<file path="src/rtl/regwb_pkg.sv">
// Shared constants and types for the register-file write-back controller.
package regwb_pkg;

  localparam int unsigned AW   = 5;
  localparam int unsigned DW   = 32;
  localparam int unsigned NREQ = 3;

  localparam int unsigned REQ_ALU = 0;
  localparam int unsigned REQ_MEM = 1;
  localparam int unsigned REQ_MDU = 2;

  typedef logic [AW-1:0] reg_addr_t;

endpackage

</file>
<file path="src/rtl/regwb_ctrl_rr_arbiter.sv">
// Round-robin arbiter: combinational one-hot grant, pointer advances past each winner.
module rr_arbiter #(
  parameter int unsigned N = 3
) (
  input  logic         clk,
  input  logic         rst,
  input  logic [N-1:0] req,
  input  logic         en,
  output logic [N-1:0] gnt
);

  localparam int unsigned PW = (N > 1) ? $clog2(N) : 1;

  logic [PW-1:0] r_ptr;
  logic [PW-1:0] w_ptr_nxt;
  int unsigned   w_off;
  int unsigned   w_best_off;
  int unsigned   w_best;

  // Winner is the valid requester closest to the pointer going upward mod N.
  always_comb begin
    gnt        = '0;
    w_ptr_nxt  = r_ptr;
    w_off      = 0;
    w_best_off = N;
    w_best     = 0;
    for (int unsigned i = 0; i < N; i++) begin
      w_off = (i + N - 32'(r_ptr)) % N;
      if (req[i] && (w_off < w_best_off)) begin
        w_best_off = w_off;
        w_best     = i;
      end
    end
    if (en && (w_best_off < N)) begin
      gnt       = N'(1) << w_best;
      w_ptr_nxt = PW'((w_best + 1) % N);
    end
  end

  always_ff @(posedge clk) begin
    if (rst) begin
      r_ptr <= '0;
    end else begin
      r_ptr <= w_ptr_nxt;
    end
  end

endmodule

</file>
<file path="src/rtl/regwb_ctrl.sv">
// Register-file write-port sharing with round-robin arbitration and a busy scoreboard.
module regwb_ctrl #(
  parameter int unsigned NREQ = regwb_pkg::NREQ,
  parameter int unsigned AW   = regwb_pkg::AW,
  parameter int unsigned DW   = regwb_pkg::DW
) (
  input  logic               clk,
  input  logic               rst,
  input  logic [NREQ-1:0]    req_valid,
  input  logic [NREQ*AW-1:0] req_reg,
  input  logic [NREQ*DW-1:0] req_data,
  output logic [NREQ-1:0]    req_ready,
  input  logic               wb_hold,
  output logic               rf_we,
  output logic [AW-1:0]      rf_wreg,
  output logic [DW-1:0]      rf_wdata,
  input  logic               rsv_valid,
  input  logic [AW-1:0]      rsv_reg,
  input  logic [AW-1:0]      chk_reg1,
  input  logic [AW-1:0]      chk_reg2,
  output logic               chk_busy1,
  output logic               chk_busy2,
  output logic [2**AW-1:0]   busy_vec,
  output logic               err
);

  localparam int unsigned NR = 2**AW;

  logic [NREQ-1:0] w_gnt;
  logic            w_en;
  logic            w_acc;
  logic            w_clr;
  logic            w_set;
  logic [AW-1:0]   w_wreg;
  logic [DW-1:0]   w_wdata;
  logic [NR-1:0]   w_busy_nxt;
  logic            w_err_nxt;

  logic [NR-1:0]   r_busy;
  logic            r_err;
  logic            r_we;
  logic [AW-1:0]   r_wreg;
  logic [DW-1:0]   r_wdata;

  assign w_en = ~wb_hold;

  rr_arbiter #(.N(NREQ)) u_arb (
    .clk (clk),
    .rst (rst),
    .req (req_valid),
    .en  (w_en),
    .gnt (w_gnt)
  );

  assign req_ready = w_gnt;

  // Select the granted requester's destination and data.
  always_comb begin
    w_acc   = |w_gnt;
    w_wreg  = '0;
    w_wdata = '0;
    for (int unsigned i = 0; i < NREQ; i++) begin
      if (w_gnt[i]) begin
        w_wreg  = req_reg[i*AW +: AW];
        w_wdata = req_data[i*DW +: DW];
      end
    end
  end

  // Scoreboard update: reservation set wins over a same-edge commit clear.
  always_comb begin
    w_clr      = w_acc && (w_wreg != '0);
    w_set      = rsv_valid && (rsv_reg != '0);
    w_busy_nxt = r_busy;
    if (w_clr) begin
      w_busy_nxt[w_wreg] = 1'b0;
    end
    if (w_set) begin
      w_busy_nxt[rsv_reg] = 1'b1;
    end
    w_err_nxt = r_err
              | (w_set && r_busy[rsv_reg] && !(w_clr && (w_wreg == rsv_reg)))
              | (w_clr && !r_busy[w_wreg]);
  end

  always_ff @(posedge clk) begin
    if (rst) begin
      r_busy  <= '0;
      r_err   <= 1'b0;
      r_we    <= 1'b0;
      r_wreg  <= '0;
      r_wdata <= '0;
    end else begin
      r_busy <= w_busy_nxt;
      r_err  <= w_err_nxt;
      r_we   <= w_clr;
      if (w_clr) begin
        r_wreg  <= w_wreg;
        r_wdata <= w_wdata;
      end
    end
  end

  assign rf_we     = r_we;
  assign rf_wreg   = r_wreg;
  assign rf_wdata  = r_wdata;
  assign busy_vec  = r_busy;
  assign err       = r_err;
  assign chk_busy1 = (chk_reg1 != '0) && r_busy[chk_reg1];
  assign chk_busy2 = (chk_reg2 != '0) && r_busy[chk_reg2];

endmodule
</file>
<file path="config.mk">
export PLATFORM = sky130hd
export DESIGN_NAME = regwb_ctrl
export DESIGN_NICKNAME = d
export VERILOG_FILES = /design/src/rtl/regwb_pkg.sv /design/src/rtl/regwb_ctrl_rr_arbiter.sv /design/src/rtl/regwb_ctrl.sv
export SDC_FILE = /design/constraint.sdc
export NUM_CORES = 1
export LEC_CHECK = 0
export BUFFER_PORTS_ARGS = -buffer_cell sky130_fd_sc_hd__buf_2
export CAP_MARGIN = 20
export CORE_MARGIN = 10
export CORE_UTILIZATION = 53
export CTS_CLUSTER_DIAMETER = 40
export DETAILED_ROUTE_END_ITERATION = 16
export GPL_TIMING_DRIVEN = 1
export PLACE_DENSITY = 0.86
export SLEW_MARGIN = 30
export SYNTH_ARGS = -nofsm -noshare
export SYNTH_HDL_FRONTEND = slang
export SYNTH_SLANG_ARGS = --single-unit
</file>
<file path="constraint.sdc">
create_clock -name clk -period 8.8 [get_ports clk]
set_input_delay 0.44 -clock clk [delete_from_list [all_inputs] [get_ports clk]]
set_output_delay 0.44 -clock clk [all_outputs]
set_load 0.01 [all_outputs]
</file>
# Yosys cells after proc, flatten, opt, wreduce, memory -nomap -nowiden
# Index checks and enable logic that the tools add are counted.
[classes]
n_addsub = 4
mul = 0
div_mod_pow = 4
n_lt_le_gt_ge = 10
eq_ne = 1
shifts = 1
muxes = 26
bitwise_logic = 6
n_reduce_logical = 21
[ops]
columns = ["operator", "n"]
rows = [
  ["$mux W32", 8],
  ["$mod A32 B2 Y32 const B", 4],
  ["$lt A32 B2 Y1 const B", 2],
  ["$lt A32 B32 Y1", 2],
  ["$and A32 B32 Y32", 1],
  ["$not A32 Y32", 1],
  ["$or A32 B32 Y32", 1],
  ["$lt A5 B6 Y1 const B", 4],
  ["$bmux W1 S5", 4],
  ["$reduce_bool A5 Y1", 4],
  ["$mux W5", 3],
  ["$logic_and A1 B1 Y1", 14],
  ["$demux W1 S5", 2],
  ["$ge A5 B1 Y1 const B", 2],
  ["$sub A3 B2 Y4 const A", 2],
  ["$mux W1", 7],
  ["$eq A5 B5 Y1", 1],
  ["$add A2 B1 Y3 const B", 1],
  ["$mux W3", 1],
  ["$reduce_or A3 Y1", 1],
  ["$shl A1 B2 Y3 const A", 1],
  ["$sub A2 B2 Y3 const A", 1],
  ["$logic_not A1 Y1", 2],
  ["$mux W2", 1],
  ["2 further kinds", 3],
]
[word_totals]
reg_bits = 73
latchBits = 0
ram_bits = 0
mem_bits_ro = 0
inputBits = 133
out_inout_bits = 76
mem_count = 0

# Logic depth before layout (Yosys ltp)
# Gate-level depths: netlist of run 1.
[logic_depth]
depth_word = 26
depth_mapped = 23
depth_no_buf = 21

# Hierarchy
# Synthesis of run 1 repeated with hierarchy kept, for this count alone.
[hier_totals]
cells_unflattened = 597
hier_area_um2 = 5222.5
[by_module_without_submodules]
columns = ["mod", "n_inst", "cells_each", "area_per_inst_um2", "seq_area_each_um2"]
rows = [
  ["regwb_ctrl", 1, 501, 4424.2, 1421.4],
  ["rr_arbiter", 1, 96, 798.3, 40.0],
]

# Worst setup path before layout of run 1
# Ideal clock, no wire load.
[synth_timing]
kind = "register to register"
startpoint = "reg u_arb.r_ptr[1]"
endpoint = "reg r_err, in the netlist err"
setup_ps = 136
t_arrival_ps = 4289
required_time_ps = 8664
setup_slack_ps = 4375
stages_incl_launch_ff = 22
period_less_slack_ps = 4425
cell_sequence = "dfxtp_1 -> inv_1 -> ha_1 -> inv_1 -> nand3_1 -> ha_1 -> nor2b_1 -> o221a_4 -> a21bo_2 -> nand2_1 -> ha_1 -> a21oi_1 -> o211ai_1 -> a311o_1 -> o22ai_4 -> nand3_1 -> and2_1 -> buf_4 -> or3_1 -> a311oi_1 -> or4_1 -> o32ai_2"
[synth_between]
elab_chain_len = 24
elab_cells_between_ends = 37
[synth_lines]
columns = ["item", "line", "rtl"]
rows = [
  ["from (decl)", "regwb_ctrl_rr_arbiter.sv:14", "logic [PW-1:0] r_ptr;"],
  ["from (signal assigned)", "regwb_ctrl_rr_arbiter.sv:44", "r_ptr <= w_ptr_nxt;"],
  ["$sub A2 B2 Y3", "regwb_ctrl_rr_arbiter.sv:28", "w_off = (i + N - 32'(r_ptr)) % N;"],
  ["$mod A32 B2 Y32", "regwb_ctrl_rr_arbiter.sv:28", ""],
  ["$lt A32 B2 Y1", "regwb_ctrl_rr_arbiter.sv:29", "if (req[i] && (w_off < w_best_off)) begin"],
  ["$logic_and A1 B1 Y1", "regwb_ctrl_rr_arbiter.sv:29", ""],
  ["$mux W32", "regwb_ctrl_rr_arbiter.sv:29", ""],
  ["$lt A32 B32 Y1", "regwb_ctrl_rr_arbiter.sv:29", ""],
  ["$logic_and A1 B1 Y1", "regwb_ctrl_rr_arbiter.sv:29", ""],
  ["$mux W32", "regwb_ctrl_rr_arbiter.sv:29", ""],
  ["$lt A32 B32 Y1", "regwb_ctrl_rr_arbiter.sv:29", ""],
  ["$logic_and A1 B1 Y1", "regwb_ctrl_rr_arbiter.sv:29", ""],
  ["$mux W32", "regwb_ctrl_rr_arbiter.sv:29", ""],
  ["$lt A32 B2 Y1", "regwb_ctrl_rr_arbiter.sv:34", "if (en && (w_best_off < N)) begin"],
  ["$logic_and A1 B1 Y1", "regwb_ctrl_rr_arbiter.sv:34", ""],
  ["$mux W3 *", "regwb_ctrl_rr_arbiter.sv:34", ""],
  ["branches (longest 9 deep; another with $mux W5)", "--", ""],
  ["$or A1 B1 Y1 *", "regwb_ctrl.sv:83", "| (w_clr && !r_busy[w_wreg]);"],
  ["to (signal assigned)", "regwb_ctrl.sv:95", "r_err <= w_err_nxt;"],
  ["to (decl)", "regwb_ctrl.sv:40", "logic r_err;"],
]
# Mark *: on every way between the ends. The select of a mux whose other input is x is not followed.
# A chain may end at the register's enable or synchronous reset.

# Worst setup path after layout of run 1
[layout_timing]
startpoint = "reg u_arb.r_ptr[1]"
endpoint = "reg r_wdata[24], in the netlist rf_wdata[24]"
[layout_between]
elab_chain_len = 19
elab_cells_between_ends = 30
[layout_lines]
columns = ["item", "line", "rtl"]
rows = [
  ["$sub A2 B2 Y3", "regwb_ctrl_rr_arbiter.sv:28", ""],
  ["$mod A32 B2 Y32", "regwb_ctrl_rr_arbiter.sv:28", ""],
  ["$lt A32 B2 Y1", "regwb_ctrl_rr_arbiter.sv:29", ""],
  ["$logic_and A1 B1 Y1", "regwb_ctrl_rr_arbiter.sv:29", ""],
  ["$mux W32", "regwb_ctrl_rr_arbiter.sv:29", ""],
  ["$lt A32 B32 Y1", "regwb_ctrl_rr_arbiter.sv:29", ""],
  ["$logic_and A1 B1 Y1", "regwb_ctrl_rr_arbiter.sv:29", ""],
  ["$mux W32", "regwb_ctrl_rr_arbiter.sv:29", ""],
  ["$lt A32 B32 Y1", "regwb_ctrl_rr_arbiter.sv:29", ""],
  ["$logic_and A1 B1 Y1", "regwb_ctrl_rr_arbiter.sv:29", ""],
  ["$mux W32", "regwb_ctrl_rr_arbiter.sv:29", ""],
  ["$lt A32 B2 Y1", "regwb_ctrl_rr_arbiter.sv:34", ""],
  ["$logic_and A1 B1 Y1", "regwb_ctrl_rr_arbiter.sv:34", ""],
  ["$mux W3 *", "regwb_ctrl_rr_arbiter.sv:34", ""],
  ["$mux W5 (3 in a row)", "regwb_ctrl.sv:63", "if (w_gnt[i]) begin"],
  ["$reduce_bool A5 Y1", "regwb_ctrl.sv:72", "w_clr = w_acc && (w_wreg != '0);"],
  ["$logic_and A1 B1 Y1", "regwb_ctrl.sv:72", ""],
  ["to (signal assigned)", "regwb_ctrl.sv:99", "r_wdata <= w_wdata;"],
  ["to (decl)", "regwb_ctrl.sv:43", "logic [DW-1:0] r_wdata;"],
]
# Every way passes the cells marked *; elsewhere a longest branch is shown, timed or not.

==> results of run 1 <==
## tightest hold or removal path, cell delays in order
cell,delay (ns)
buf_2,0.10
a21oi_1,0.11
a211oi_1,0.07
## power by group
part / switching (uW) / leakage (uW) / total, uW / internal (uW)
registers: 18.7 / 0.000597 / 377 / 359
logic: 185 / 0.00221 / 299 / 114
clock network: 136 / 0.000120 / 326 / 191
total: 340 / 0.00293 / 1000 / 663
## sequential cells by signal, indices dropped and copies added, names as in the netlist
name,flops
busy_vec,32
rf_wdata,32
rf_wreg,5
u_arb.r_ptr,2
err,1
rf_we,1
## layer usage
layer	vias to the layer above	routed length, microns	GRT usage (%)
met5	-	0	0
met4	0	787	12.37
met3	76	2282	9.164
met2	403	9079	42.67
met1	2747	6858	27.66
li1	2761	-	-
## metrics by stage
stage	total power, uW	util [%]	hold WS [ns]
after floorplan	575.7	-	0.4805
after global placement	668.8	65.02	0.4449
after detailed placement	679.5	65.02	0.4593
after CTS	1002	67.59	0.4060
after global routing	1052	67.59	0.4101
final	1003	67.59	0.4162
## Yosys cell counts, drive strengths merged (2+ instances only)
| cell type | n | area (sq um) |
|---|---|---|
| and3 | 6 | 37.54 |
| and2 | 4 | 25.02 |
| nand4 | 4 | 25.02 |
| o21a | 3 | 22.52 |
| dfxtp | 73 | 1461 |
| mux2i | 8 | 80.08 |
| o21ai | 39 | 198.9 |
| buf | 15 | 92.59 |
| ha | 22 | 275.3 |
| nand2 | 127 | 479.2 |
| a211oi | 42 | 315.3 |
| a22oi | 5 | 37.54 |
| nor4b | 2 | 17.52 |
| inv | 9 | 33.78 |
| mux2 | 9 | 101.4 |
| o221ai | 2 | 17.52 |
| nor2b | 9 | 56.30 |
| nor3b | 4 | 30.03 |
| a31o | 2 | 17.52 |
| nor3 | 2 | 10.01 |
| a21boi | 6 | 45.04 |
| nand3 | 15 | 75.07 |
| mux4 | 26 | 585.6 |
| or3 | 2 | 12.51 |
| a21oi | 107 | 535.5 |
| a311oi | 4 | 35.03 |
| nor2 | 48 | 187.7 |
| or4 | 2 | 15.01 |
| clkbuf | 32 | 120.1 |
| a31oi | 3 | 18.77 |
## worst max-delay path by stage
stage                   startpoint            to  slack, ns
CTS                 u_arb.r_ptr[1]  rf_wdata[24]       3.01
finish              u_arb.r_ptr[1]  rf_wdata[24]       2.98
detailed placement  u_arb.r_ptr[1]  rf_wdata[24]       3.05
global route        u_arb.r_ptr[1]  rf_wdata[23]       2.53
floorplan           u_arb.r_ptr[1]           err       4.38
global placement    u_arb.r_ptr[1]   rf_wdata[9]       3.34
## logic make-up (layout without fill, tap and decap cells)
family          Yosys count  count (layout)  share of synthesized area [%]
simple gates            230             230                          19.56
compound gates          228             228                          27.25
flops                    73              73                          28.14
buf+inv                  56             239                          4.746
mux                      43              43                          14.77
fa+ha+maj                22              22                          5.300
other cells               1              10                        0.07220
xor+xnor                  1               1                         0.1687
## cell type report
cell class | instances | area [sq um]
Clock buffer | 9 | 123.9
Clock inverter | 7 | 123.9
Fill cell | 829 | 3124
Inverter | 9 | 33.78
Multi-Input combinational cell | 534 | 3520
Sequential cell | 73 | 1461
Tap cell | 133 | 166.4
Timing Repair Buffer | 214 | 1086
==> flow_summary.yaml, run 1 <==
clock_tree:
  clk_path_buf_depth: 2
  clock_sinks: 73
  postCtsSetupBuffers: 0
  cts_resized: 0
  cts_tree: "yes"
  htreeDepth: 3
  cts-root-buf: "clkbuf_8"
  clk_pin_slew_ns: 0.08
  insertion_delay_ns: 0.35
  ctsHoldBuffers: 0
  cts_buffers: 9
drt:
  drcViolationCount: 0
  drt_iter0_drc: 565
  via_per_inst: 6.115
  wl_per_cell_microns: 19.41
  vias: 5987
  ant_nets: 0
  finalWirelength_mm: 19.01
  drtPass1Iterations: 7
die:
  coreArea_sq_mm: 0.009639
  ios: 209
  initial_core_util_pct: 53.88
  fp-row-count: 36
  die_y_microns: 119.0
  dieArea_sq_mm: 0.01416
  die_w_microns: 119.0
worst_hold_path:
  worstHoldStart: "req_data[84]"
  hold_path.class: "input pin to flop"
  holdPathEnd: "rf_wdata[20]"
  holdPathStages: 3
sta:
  fin_crit_ns: 5.823
  timing.final.crit_share_pct: 66.17
  rsz0062_at_grt: "no"
  fmax_mhz: 171.7
  worstMarginPinSlew_ns: 0.8698
  slew_violations: 0
  final-setup-viol-count: 0
  slew_headroom_pct: 41.66
  hold_violations: 0
  setup_tns_ns: 0
  skew_ns: 0.009499
  worst_slack_ns: 2.977
power_and_ir_drop:
  ir_worst_vdd_mv: 0.1075
  power.leakage_uw: 0.002931
  power_density_mw_per_mm2: 153.9
critical_path:
  critPathRequiredTime_ns: 9.06
  crit_path_end_kind: "flop"
  worst-setup-path-type: "flop to flop"
  reg2reg_slack_ns: 2.98
  worst_path_max_delay_cell: "nand4_1"
  worstReg2RegEnd: "rf_wdata[24]"
  rr_startpoint: "u_arb.r_ptr[1]"
  cp_max_fo: 44
  crit_buf_inv: 4
  crit_top_cell: "ha_1"
  r2r_cells: 20
  critPathTopFamily: "compound AO/OA/AOI/OAI gates"
  crit_cells: 20
  cp.arrival_ns: 6.08
  max_stage_delay_ns: 0.71
  startpoint_type: "flop"
  crit_chain: "inv_1 -> ha_1 -> inv_1 -> nand3_1 -> ha_1 -> nor2b_1 -> o221a_4 -> a21bo_2 -> nand2_1 -> ha_1 -> a21oi_1 -> o211ai_1 -> a311o_1 -> o22a_2 -> nand2_1 -> buf_4 -> o21a_1 -> nand4_1 -> buf_4 -> a211oi_1"
finish:
  area_delta_synth_final_pct: 25.44
  finish.instance_area_sq_mm: 0.006515
  finalNetCount: 996
  final_common_cell: "buf_2"
  instances_no_fill: 979
  drive_gt1_share_pct: 32.74
  layout_common_cells: "buf_2 (208), nand2_1 (126), a21oi_1 (107)"
  antenna_cells: 0
global_routing:
  overflow: 0
  grt_max_degree: 74
  grt_usage_pct: 25.31
  grt_pass1_vias: 6109
  antenna_found_initial: 0
  grt_pass1_wl_mm: 30.06
synthesis:
  yosysUniqueCellTypes: 59
  async_reset_ff_share_pct: 0
  syn_inst: 654
  ys_seq_area_share_pct: 28.14
  avgSynthCellArea_sq_um: 7.941
  ys_ff_latch: 73
  synthFlopType: "dfxtp_1"
  syn_area_sq_mm: 0.005194
  synth_edf_count: 0
  yosysWarnings: 0
placed_design:
  preCtsSetupSlack_ns: 3.052
  dp_hpwl_mm: 14.76
  port_buffers: 208
  gp_congestion: 0.9867
  place_area_sq_mm: 0.006267
  place_inst: 963
outcome:
  status: "complete, no violations"
run:
  max_cap_viol_count: 0
(Power assumes the default switching activity.)
==> inputs of run 2 (changes only) <==
--- a/config.mk
+++ b/config.mk
@@ -8,11 +8,11 @@
 export BUFFER_PORTS_ARGS = -buffer_cell sky130_fd_sc_hd__buf_2
 export CAP_MARGIN = 20
 export CORE_MARGIN = 10
-export CORE_UTILIZATION = 53
+export CORE_UTILIZATION = 45
 export CTS_CLUSTER_DIAMETER = 40
 export DETAILED_ROUTE_END_ITERATION = 16
 export GPL_TIMING_DRIVEN = 1
-export PLACE_DENSITY = 0.86
+export PLACE_DENSITY = 0.78
 export SLEW_MARGIN = 30
 export SYNTH_ARGS = -nofsm -noshare
 export SYNTH_HDL_FRONTEND = slang
==> constraint.sdc (replaced) <==
create_clock -name clk -period 4.7 [get_ports clk]
set_input_delay 0.235 -clock clk [delete_from_list [all_inputs] [get_ports clk]]
set_output_delay 0.235 -clock clk [all_outputs]
set_load 0.01 [all_outputs]
==> flow_summary.yaml, run 2 (same netlist as run 1, synthesis figures left out) <==
outcome:
  status: "complete, no violations"
die:
  coreArea_sq_mm: 0.01137
  initial_core_util_pct: 45.68
  fp-row-count: 39
  dieArea_sq_mm: 0.01624
  die_w_microns: 127.4
  die_y_microns: 127.4
  ios: 209
critical_path:
  worst-setup-path-type: "flop to flop"
  crit_chain: "buf_4 -> ha_1 -> nor2b_1 -> ha_1 -> a21oi_1 -> a2bb2oi_2 -> a21bo_2 -> nand2_1 -> ha_1 -> a21oi_1 -> o211ai_1 -> a311o_1 -> o22a_2 -> o21ai_4 -> a21boi_0 -> a211oi_1 -> a211oi_1 -> or4_1 -> o32ai_2"
  worst_path_max_delay_cell: "or4_1"
  max_stage_delay_ns: 0.53
  crit_path_end_kind: "flop"
  reg2reg_slack_ns: 0.31
  startpoint_type: "flop"
  cp.arrival_ns: 4.63
  cp_max_fo: 11
  crit_top_cell: "ha_1"
  critPathRequiredTime_ns: 4.95
finish:
  layout_common_cells: "buf_2 (208), nand2_1 (125), a21oi_1 (107)"
  area_delta_synth_final_pct: 30.33
  drive_gt1_share_pct: 35.77
  antenna_cells: 0
  finalNetCount: 1011
  final_common_cell: "buf_2"
  instances_no_fill: 1004
  fin_util_pct: 59.54
  fill_cells: 1031
drt:
  drcViolationCount: 0
  drt_iter0_drc: 482
  drtPass1Iterations: 5
  vias: 5922
  finalWirelength_mm: 19.32
  ant_nets: 0
  via_per_inst: 5.898
  wl_per_cell_microns: 19.24
placed_design:
  dp_hpwl_mm: 14.49
  gp_congestion: 0.9626
  place_inst: 983
  preCtsSetupSlack_ns: 0.06156
  port_buffers: 208
clock_tree:
  clk_pin_slew_ns: 0.06
  cts_buffers: 9
  cts-root-buf: "clkbuf_16"
  cts_tree: "yes"
  clk_path_buf_depth: 2
  htreeDepth: 3
  insertion_delay_ns: 0.33
  ctsHoldBuffers: 0
  clock_sinks: 73
worst_hold_path:
  hold_path.class: "input pin to flop"
power_and_ir_drop:
  power_density_mw_per_mm2: 288.8
  ir_worst_vdd_mv: 0.1504
  power.leakage_uw: 0.003046
sta:
  final-setup-viol-count: 0
  fmax_mhz: 227.9
  skew_ns: 0.006717
  setup_tns_ns: 0
  timing.final.crit_share_pct: 93.37
  fin_crit_ns: 4.388
  hold_violations: 0
  worstMarginPinSlew_ns: 0.8730
  rsz0062_at_grt: "no"
  worst_slack_ns: 0.3116
  slew_headroom_pct: 41.65
  slew_violations: 0
global_routing:
  grt_usage_pct: 22.21
  grt_max_degree: 74
  grt_use_met1_pct: 26.30
  grt_pass1_wl_mm: 29.73
  top_usage_layer: "met2"
  grt_pass1_vias: 5763
  grtUsageMet3_pct: 8.271
  overflow: 0
  use_met2_pct: 35.90
  antenna_found_initial: 1
run:
  max_cap_viol_count: 0
[run 2: changes by cell type in the layout (fill, tap and decap cells not counted), moves of 3 or more]
cell	before	now
clkbuf_8	9	0
clkbuf_16	0	10
a211oi_2	0	3
bufinv_16	3	0
buf_4	6	18
a211oi_1	42	39
[run 2: critical path, delay by kind of cell, from the launching register on]
family | cells | cell delay (ns)
flip-flops | 1 | 0.30
AO/OA/AOI/OAI | 12 | 2.28
buffers and inverters | 1 | 0.15
adder cells (fa/ha/maj) | 3 | 0.81
AND/OR/NAND/NOR | 3 | 0.76
[run 2: metal layers]
layer / vias up / share of wire [%]
met5: - / 0.036
met4: 2 / 2.8
met3: 50 / 11
met2: 324 / 47
met1: 2742 / 38
li1: 2804 / -
[run 2: path summary, 6_finish.rpt]
check / from / endpoint / cells past startpoint
worst min register to register: rf_wreg[1] / rf_wreg[1] / 2
worst min-delay path: req_data[64] / rf_wdata[0] / 3
worst max-delay path: u_arb.r_ptr[0] / err / 19
worst max register to register: u_arb.r_ptr[0] / err / 19
[run 2: what timing repair did]
item                       4_1_cts  5_1_grt
buffers inserted                 0        3
gates resized for setup          0       24
setup endpoints to repair        0       69
[run 2: layout make-up]
type                            instances  area (sq um)  share of cell area (%)
Multi-Input combinational cell        534          3600                   53.18
Sequential cell                        73          1461                   21.59
Timing Repair Buffer                  229          1224                   18.08
Clock buffer                           10         229.0                   3.383
Tap cell                              143         178.9                   2.643
Clock inverter                          6         42.54                  0.6285
Inverter                                9         33.78                  0.4991
[run 2: metrics by stage]
stage	hold WS, ns	power [uW]	area [sq um]
final	0.2301	1955	6769
after global routing	0.2411	2042	6769
after CTS	0.2190	1919	6633
after detailed placement	0.4572	1283	6361
after global placement	0.4481	1276	6361
after floorplan	0.4575	1078	5228
[run 2: power breakdown]
group	switching [uW]	internal, uW
Combinational	364	248
Sequential	31.4	672
Clock	279	359
Total	675	1280
